$ cat config.mk
export PLATFORM = sky130hd
export DESIGN_NAME = act_stream_unit
export DESIGN_NICKNAME = d
export VERILOG_FILES = /design/src/rtl/act_pkg.sv /design/src/rtl/act_lane.sv /design/src/rtl/act_stream_unit.sv
export SDC_FILE = /design/constraint.sdc
export NUM_CORES = 1
export LEC_CHECK = 0
export BUFFER_PORTS_ARGS = -buffer_cell sky130_fd_sc_hd__buf_4
export CAP_MARGIN = 10
export CORE_MARGIN = 3
export CORE_UTILIZATION = 55
export CTS_BUF_LIST = sky130_fd_sc_hd__clkbuf_8
export CTS_CLUSTER_DIAMETER = 120
export DETAILED_ROUTE_END_ITERATION = 16
export PLACE_DENSITY = 0.88
export RECOVER_POWER = 50
export SLEW_MARGIN = 10
export SYNTH_ARGS = -nofsm -noshare
export SYNTH_HDL_FRONTEND = slang
export SYNTH_HIERARCHICAL = 1
export SYNTH_SLANG_ARGS = --single-unit
$ cat constraint.sdc
create_clock -name clk -period 3.6 [get_ports clk]
set_input_delay 0.36 -clock clk [delete_from_list [all_inputs] [get_ports clk]]
set_output_delay 0.36 -clock clk [all_outputs]
set_load 0.1 [all_outputs]
$ cat src/rtl/act_pkg.sv
// Shared definitions for the activation stream unit.
// Latency: n/a (constants and elaboration-time helpers only).
// Backpressure: n/a.
package act_pkg;

  localparam logic [1:0] MODE_BYPASS = 2'd0;
  localparam logic [1:0] MODE_RELU   = 2'd1;
  localparam logic [1:0] MODE_LEAKY  = 2'd2;
  localparam logic [1:0] MODE_CLIP   = 2'd3;

  // Width needed to hold a count of 0..n inclusive.
  function automatic int count_width(input int n);
    return $clog2(n + 1);
  endfunction

endpackage

$ cat src/rtl/act_lane.sv
// Single-element activation: bypass, ReLU, leaky ReLU or clipped ReLU.
// Latency: combinational.
// Backpressure: none, pure function of its inputs.
module act_lane
  import act_pkg::*;
#(
  parameter int DATA_WIDTH = 8,
  parameter int LEAK_SHIFT = 3
) (
  input  logic [1:0]                   mode,
  input  logic [DATA_WIDTH-2:0]        clip_val,
  input  logic signed [DATA_WIDTH-1:0] x,
  output logic signed [DATA_WIDTH-1:0] y
);

  logic                   neg;
  logic signed [DATA_WIDTH-1:0] clip_ext;

  assign neg      = x[DATA_WIDTH-1];
  // Ceiling is unsigned, so it is always a non-negative signed value.
  assign clip_ext = {1'b0, clip_val};

  // Select the activation; negative inputs are the only ones most modes touch.
  always_comb begin
    y = x;
    case (mode)
      MODE_RELU:  if (neg) y = '0;
      MODE_LEAKY: if (neg) y = x >>> LEAK_SHIFT;
      MODE_CLIP: begin
        if (neg)                y = '0;
        else if (x > clip_ext)  y = clip_ext;
      end
      default:    y = x;
    endcase
  end

endmodule

$ cat src/rtl/act_stream_unit.sv
// Streams LANES-wide beats through a per-tensor-latched activation, adds framing and negative count.
// Latency: 2 cycles from input acceptance to out_valid; one beat per cycle sustained.
// Backpressure: two-stage valid/ready pipeline; in_ready drops only when both stages are full and stalled.
module act_stream_unit
  import act_pkg::*;
#(
  parameter int DATA_WIDTH  = 8,
  parameter int LANES       = 4,
  parameter int TENSOR_SIZE = 16,
  parameter int LEAK_SHIFT  = 3
) (
  input  logic                                clk,
  input  logic                                reset_n,
  input  logic [1:0]                          mode,
  input  logic [DATA_WIDTH-2:0]               clip_val,
  input  logic                                in_valid,
  output logic                                in_ready,
  input  logic [LANES*DATA_WIDTH-1:0]         in_data,
  output logic                                out_valid,
  input  logic                                out_ready,
  output logic [LANES*DATA_WIDTH-1:0]         out_data,
  output logic                                out_last,
  output logic [count_width(TENSOR_SIZE)-1:0] out_neg_count
);

  localparam int BEATS = TENSOR_SIZE / LANES;
  localparam int CNT_W = count_width(TENSOR_SIZE);
  localparam int BW    = (BEATS > 1) ? $clog2(BEATS) : 1;
  localparam int DW    = DATA_WIDTH;

  logic [BW-1:0]         beat_cnt;
  logic [1:0]            mode_q;
  logic [DW-2:0]         clip_q;
  logic [CNT_W-1:0]      neg_acc;

  logic                  first_beat;
  logic                  last_beat;
  logic [1:0]            eff_mode;
  logic [DW-2:0]         eff_clip;
  logic [CNT_W-1:0]      beat_neg;
  logic [CNT_W-1:0]      neg_total;
  logic [LANES*DW-1:0]   lane_out;

  logic                  s1_vld;
  logic [LANES*DW-1:0]   s1_dat;
  logic                  s1_last;
  logic [CNT_W-1:0]      s1_cnt;
  logic                  s2_vld;
  logic [LANES*DW-1:0]   s2_dat;
  logic                  s2_last;
  logic [CNT_W-1:0]      s2_cnt;

  logic                  s2_free;
  logic                  accept;

  assign s2_free  = !s2_vld || out_ready;
  assign in_ready = !s1_vld || s2_free;
  assign accept   = in_valid && in_ready;

  assign first_beat = (beat_cnt == '0);
  assign last_beat  = (beat_cnt == BW'(BEATS - 1));

  // The first beat of a tensor uses the live controls, which are latched on that same beat.
  assign eff_mode = first_beat ? mode : mode_q;
  assign eff_clip = first_beat ? clip_val : clip_q;

  genvar g;
  generate
    for (g = 0; g < LANES; g++) begin : g_lane
      act_lane #(
        .DATA_WIDTH (DW),
        .LEAK_SHIFT (LEAK_SHIFT)
      ) u_lane (
        .mode     (eff_mode),
        .clip_val (eff_clip),
        .x        (in_data[g*DW +: DW]),
        .y        (lane_out[g*DW +: DW])
      );
    end
  endgenerate

  // Count lanes whose sign bit is set in the incoming beat.
  always_comb begin
    beat_neg = '0;
    for (int k = 0; k < LANES; k++) begin
      beat_neg = beat_neg + CNT_W'(in_data[k*DW + DW - 1]);
    end
  end

  assign neg_total = (first_beat ? '0 : neg_acc) + beat_neg;

  // Tensor framing state: beat position, latched controls, running negative count.
  always_ff @(posedge clk or negedge reset_n) begin
    if (!reset_n) begin
      beat_cnt <= '0;
      mode_q   <= MODE_RELU;
      clip_q   <= '0;
      neg_acc  <= '0;
    end else if (accept) begin
      beat_cnt <= last_beat ? '0 : beat_cnt + BW'(1);
      neg_acc  <= neg_total;
      if (first_beat) begin
        mode_q <= mode;
        clip_q <= clip_val;
      end
    end
  end

  // Stage 1: activated lanes plus framing, loaded whenever it is empty or draining.
  always_ff @(posedge clk or negedge reset_n) begin
    if (!reset_n) begin
      s1_vld  <= 1'b0;
      s1_dat  <= '0;
      s1_last <= 1'b0;
      s1_cnt  <= '0;
    end else if (in_ready) begin
      s1_vld <= accept;
      if (accept) begin
        s1_dat  <= lane_out;
        s1_last <= last_beat;
        s1_cnt  <= neg_total;
      end
    end
  end

  // Stage 2: output register, holds steady while downstream stalls.
  always_ff @(posedge clk or negedge reset_n) begin
    if (!reset_n) begin
      s2_vld  <= 1'b0;
      s2_dat  <= '0;
      s2_last <= 1'b0;
      s2_cnt  <= '0;
    end else if (s2_free) begin
      s2_vld <= s1_vld;
      if (s1_vld) begin
        s2_dat  <= s1_dat;
        s2_last <= s1_last;
        s2_cnt  <= s1_cnt;
      end
    end
  end

  assign out_valid     = s2_vld;
  assign out_data      = s2_dat;
  assign out_last      = s2_vld && s2_last;
  assign out_neg_count = (s2_vld && s2_last) ? s2_cnt : '0;

endmodule
Word-level counts from Yosys, hierarchy flattened
Index checks and enable logic that the tools add are counted.

storage, ports and cells
  register bits = 94
  input port bits = 45
  output and inout port bits = 40
  logic and storage cells = 59

operators by class
  add/subtract/negate cells = 5
  order comparisons = 4
  eq/ne operators = 4
  multiplexer cells = 25
  reduce and logical (&&, ||, !) cells = 9

operator list
  kind                                            number
  case mux 8 bit (3 select lines)                 4
  2-to-1 mux 8 bit                                8
  2-to-1 mux 7 bit                                9
  greater-than comparator 8 bit                   4
  2-to-1 mux 5 bit                                2
  == test 2 bit (second input constant)           3
  adder 5 x 4 -> 5 bit                            1
  adder 3 x 1 -> 4 bit                            1
  2-to-1 mux 2 bit                                2
  AND reduction 2 bit                             2
  adder 2 x 1 -> 3 bit                            1
  adder 1 x 1 -> 2 bit                            1
  adder 2 x 1 -> 2 bit (second input constant)    1
  == test 2 x 1 -> 1 bit (second input constant)  1
  logical AND 1 bit                               2
  zero test 1 bit                                 2
  zero test 2 bit                                 1
  logical OR 1 bit                                2

Longest topological paths before layout
  depth after elaboration = 6
  depth in mapped cells = 13
  depth with buffers taken out = 11

Hierarchy
Netlist, hierarchy kept.

by module, submodules not included
  module           times used  cells each  area an instance (µm²)  seq. area each (µm²)
  act_stream_unit  1           236         3885.0                  2228.4
  act_lane         4           88          584.3                   0.0

Least setup slack after synthesis
No wires, ideal clock.

  kind = reg-to-reg
  start = reg beat_cnt[0]
  end = reg s1_dat[20]
  library setup time = 0.125 ns
  arrival time = 2.732 ns
  required time = 3.475 ns
  path slack = 0.743 ns
  cell stages (with the launch flop) = 14
  buffers on the path = 2
  period minus slack after synthesis = 2.857 ns
  cell sequence = dfrtp_1 -> inv_1 -> ha_1 -> buf_6 -> buf_6 -> mux2_4 -> inv_1 -> ha_1 -> and4_4 -> and4_1 -> a211oi_1 -> a311oi_2 -> a221o_1 -> mux2_2

on the way
  longest elaborated chain between the ends = 6
  elaborated cells between the ends (all ways) = 10
  classes of those cells = 1 x order compare; 3 x eq/ne; 5 x mux; 1 x reduce/logical

ends and longest elaborated chain
  element                          RTL line                text
  start, declared                  act_stream_unit.sv:31   logic [BW-1:0] beat_cnt;
  start signal, assigned           act_stream_unit.sv:100  beat_cnt <= last_beat ? '0 : beat_cnt + BW'(1);
  zero test 2 bit                  act_stream_unit.sv:60   assign first_beat = (beat_cnt == '0);
  2-to-1 mux 7 bit                 -
  via eff_clip[5]                  act_stream_unit.sv:39   logic [DW-2:0] eff_clip;
  greater-than comparator 8 bit    act_lane.sv:31          else if (x > clip_ext) y = clip_ext;
  2-to-1 mux 7 bit                 act_lane.sv:31
  2-to-1 mux 8 bit                 act_lane.sv:30          if (neg) y = '0;
  case mux 8 bit (3 select lines)  act_lane.sv:26          case (mode)
  via lane_out[20]                 act_stream_unit.sv:42   logic [LANES*DW-1:0] lane_out;
  end signal, assigned             act_stream_unit.sv:119  s1_dat <= lane_out;
  end, declared                    act_stream_unit.sv:45   logic [LANES*DW-1:0] s1_dat;

The timed path passes the listed nets, and every way through them passes these cells.
A chain may end at the register's enable or synchronous reset.

Final worst setup path
  start = reg beat_cnt[0]
  end = reg s1_dat[22]

The elaborated chain is that of the path after synthesis.

==> run metrics <==
run status=finished, violations left; failing checks=max-capacitance violations, max-slew violations; routed wire length=14.7 mm; # IOs=85; worst min-delay path endpoint=s1_vld; cell type with the largest total area after synthesis=dfrtp_1; number of DRC violations after detailed routing=0; number of endpoints failing setup at the final stage=0; Post-DP HPWL=10.6 mm; Post-Route Hold Slack=243 ps; floorplan die area=0.0126 mm^2; Critical Path Fanout Max=9; Avg Synthesized Cell Area=10.6 um^2; Register-to-Register Path Depth=11; number of nets in the layout=742; number of iterations in the first detailed-routing pass=5; worst hold path startpoint=in_valid; unrepaired setup endpoints after global routing=no; delay of the slowest cell on the worst path=420 ps; number of buffers created by CTS=9; via total after detailed routing=4911; initial antenna violation count=0; sum of overflow across all layers after global routing=0; post-detailed-route count of antenna-violating nets=0; period utilisation layout=91.9%; pin count of the biggest net entering global routing=77; CTS sink cnt=89; CP Capture Type=register; share of layout cells above drive strength 1=31.0%; Resize count post-CTS=0; height of the die=112 um; post-synthesis async set-or-reset flop share=100%; Bufs on Longest Clock Path=2; total of flip-flops plus latches after synthesis=89; count of synthesis-stage warnings from yosys=6; worst setup path class=register to register; most used standard cells in the synthesized netlist=88 x dfrtp_1, 66 x mux2_2, 43 x inv_1; post-synth cell types=49; Net Count, Synth=667; Worst EP arrival=3570 ps; count of buffers from port buffering=84; Clock H-tree levels=3; worst-case register-to-register setup slack=290 ps; clock period minus final worst setup slack=3310 ps; FP Rows=38; die span in x=112 um; number of hold violations in the final report=0; Cell Area, Synth=0.00622 mm^2; number of global-route vias before repair=4961; Core Box Area=0.0109 mm^2; Reg clk slew, reported paths=90 ps; wire length per cell after detailed routing=18.2 um; first-iteration detailed-routing DRC count=256; buffer type at the clock tree root=clkbuf_8; cell with the biggest individual delay on the critical path=dfrtp_1; Area growth syn-to-layout=12.1%; Synth area leaders=dfrtp_1 35%, mux2_2 12%, ha_1 6.2%; Max-Cap Viols=1; nature of the critical path startpoint=register; highest clock rate=0.302 GHz; starting density of the core=56.9%; worst-path cell chain=inv_1, ha_1, mux2_2, inv_1, ha_1, and4_4, and4_1, a2111o_1, a21oi_2, a221o_1, mux2_2; portion of the post-synthesis area used by sequential elements=35.8%; top-count cell post-synth=dfrtp_1; global-route wire length before repair=24.1 mm; number of buffers inserted by post-CTS setup repair=0; setup TNS=0 ps; measured slew at the worst slew-check pin=1860 ps; insertion delay of the later-clocked pin in the worst-skew pair=370 ps; clock skew=9.31 ps; share of the synthesized area in the top cell type=35.4%; reg-to-reg critical path startpoint=beat_cnt[0]; launching instance or port of the critical path=beat_cnt[0]; number of flops mapped to enable cells by yosys=0; CTS tree=built; Min-Delay Path Class=input pin to register; detailed-route vias per instance=6.08; Final Max Slew Viols=77; R2R Path End=s1_dat[22]; number of instances in the synthesized netlist=588; GP Congestion=0.960; count of antenna diodes in the layout=0; Fillers=929; data required time at the worst endpoint=3860 ps; all-layer global routing usage=23.4%; number of buffers inserted by hold repair at cts=0; relative slew slack=-24.2%; main flop type after synthesis=dfrtp_1; cell count of the worst hold path=2
## per-stage QoR
| step | utilization, % | setup slack (ps) | cell area, um^2 | std cells |
|---|---|---|---|---|
| 5_1_grt | 63.8 | 109 | 6970 | 808 |
| 4_1_cts | 64.6 | 336 | 7060 | 808 |
| 3_5_place_dp | 62.4 | 359 | 6830 | 792 |
| 3_3_place_gp | 62.4 | 540 | 6830 | 792 |
| 2_1_floorplan | - | 743 | 6220 | 588 |
| 6_report | 63.8 | 292 | 6970 | 808 |
## kinds of logic (layout without fill, tap and decap cells)
kind of cell	Yosys count	after routing	synth area share [%]
simple gates	177	177	15.6
compound gates	128	128	17.3
mux	90	90	17.7
flops	89	89	35.8
buf+inv	70	150	6.39
fa+ha+maj	34	34	7.20
## metal layers
| metal | GRT usage, % | vias up | wire (um) |
|---|---|---|---|
| met2 | 40.1 | 156 | 7360 |
| met1 | 29.7 | 2428 | 6370 |
| met4 | 9.13 | 0 | 279 |
| met5 | 0 | - | 0 |
| li1 | - | 2302 | - |
| met3 | 3.67 | 25 | 664 |
## registers in the layout (all words and copies together) (netlist names), 2 cells and up
register,count
s1_cnt,4
mode_q,2
s2_cnt,5
out_data,32
s1_dat,32
beat_cnt,2
clip_q,7
## cells in the final DEF, fill, tap and decap left out, types with 3 or more instances in the layout
cell	Yosys	final
o211ai_1	12	12
nor2b_1	40	40
mux2_2	66	66
o21ai_2	4	4
o41ai_4	4	4
a211oi_1	4	4
and4_4	4	4
a41oi_1	4	4
nand3_1	33	33
clkbuf_1	12	19
o21ai_0	7	7
and4_1	4	4
a22oi_1	17	17
fa_1	3	3
inv_1	43	44
mux2_4	23	23
a311oi_2	4	4
dfrtp_1	88	88
a221o_1	13	13
a21oi_2	4	4
buf_4	1	67
o21a_1	20	20
and3_1	5	5
o2111ai_1	4	4
nand2b_1	6	6
a2111o_1	4	4
nand2_1	19	19
ha_1	31	31
nor2_1	40	40
clkbuf_8	0	11
nand2_2	5	5
nor3_1	13	13
a21oi_1	24	24
inv_2	4	4
## critical path, delay by kind of cell, from the launching register on
kind                       cells  cell delay (ps)
AOI/OAI and AO/OA              3              770
adders and majority gates      2              660
buffers and inverters          2              150
DFF                            1              420
muxes                          2              690
and+or+nand+nor                2              490
## final cells by class
type | instances | area (um^2) | area share, %
clock buffers | 11 | 151 | 2.17
flip-flops and latches | 89 | 2230 | 32.0
clock inverters | 5 | 78.8 | 1.13
well taps | 140 | 175 | 2.51
inverters | 47 | 176 | 2.53
repair buffers | 87 | 579 | 8.31
multi-input cells | 429 | 3580 | 51.4
## worst max path at each step
| stage | endpoint | slack, ps | cells past startpoint |
|---|---|---|---|
| 3_5_place_dp | s1_dat[22] | 360 | 11 |
| 2_1_floorplan | s1_dat[20] | 740 | 13 |
| 6_report | s1_dat[22] | 290 | 11 |
| 3_3_place_gp | s1_dat[5] | 540 | 11 |
| 5_1_grt | s1_dat[22] | 110 | 9 |
| 4_1_cts | s1_dat[22] | 340 | 11 |
Power is not shown: default switching activity piles up to over one toggle a cycle in this logic, so the estimate is an artifact.
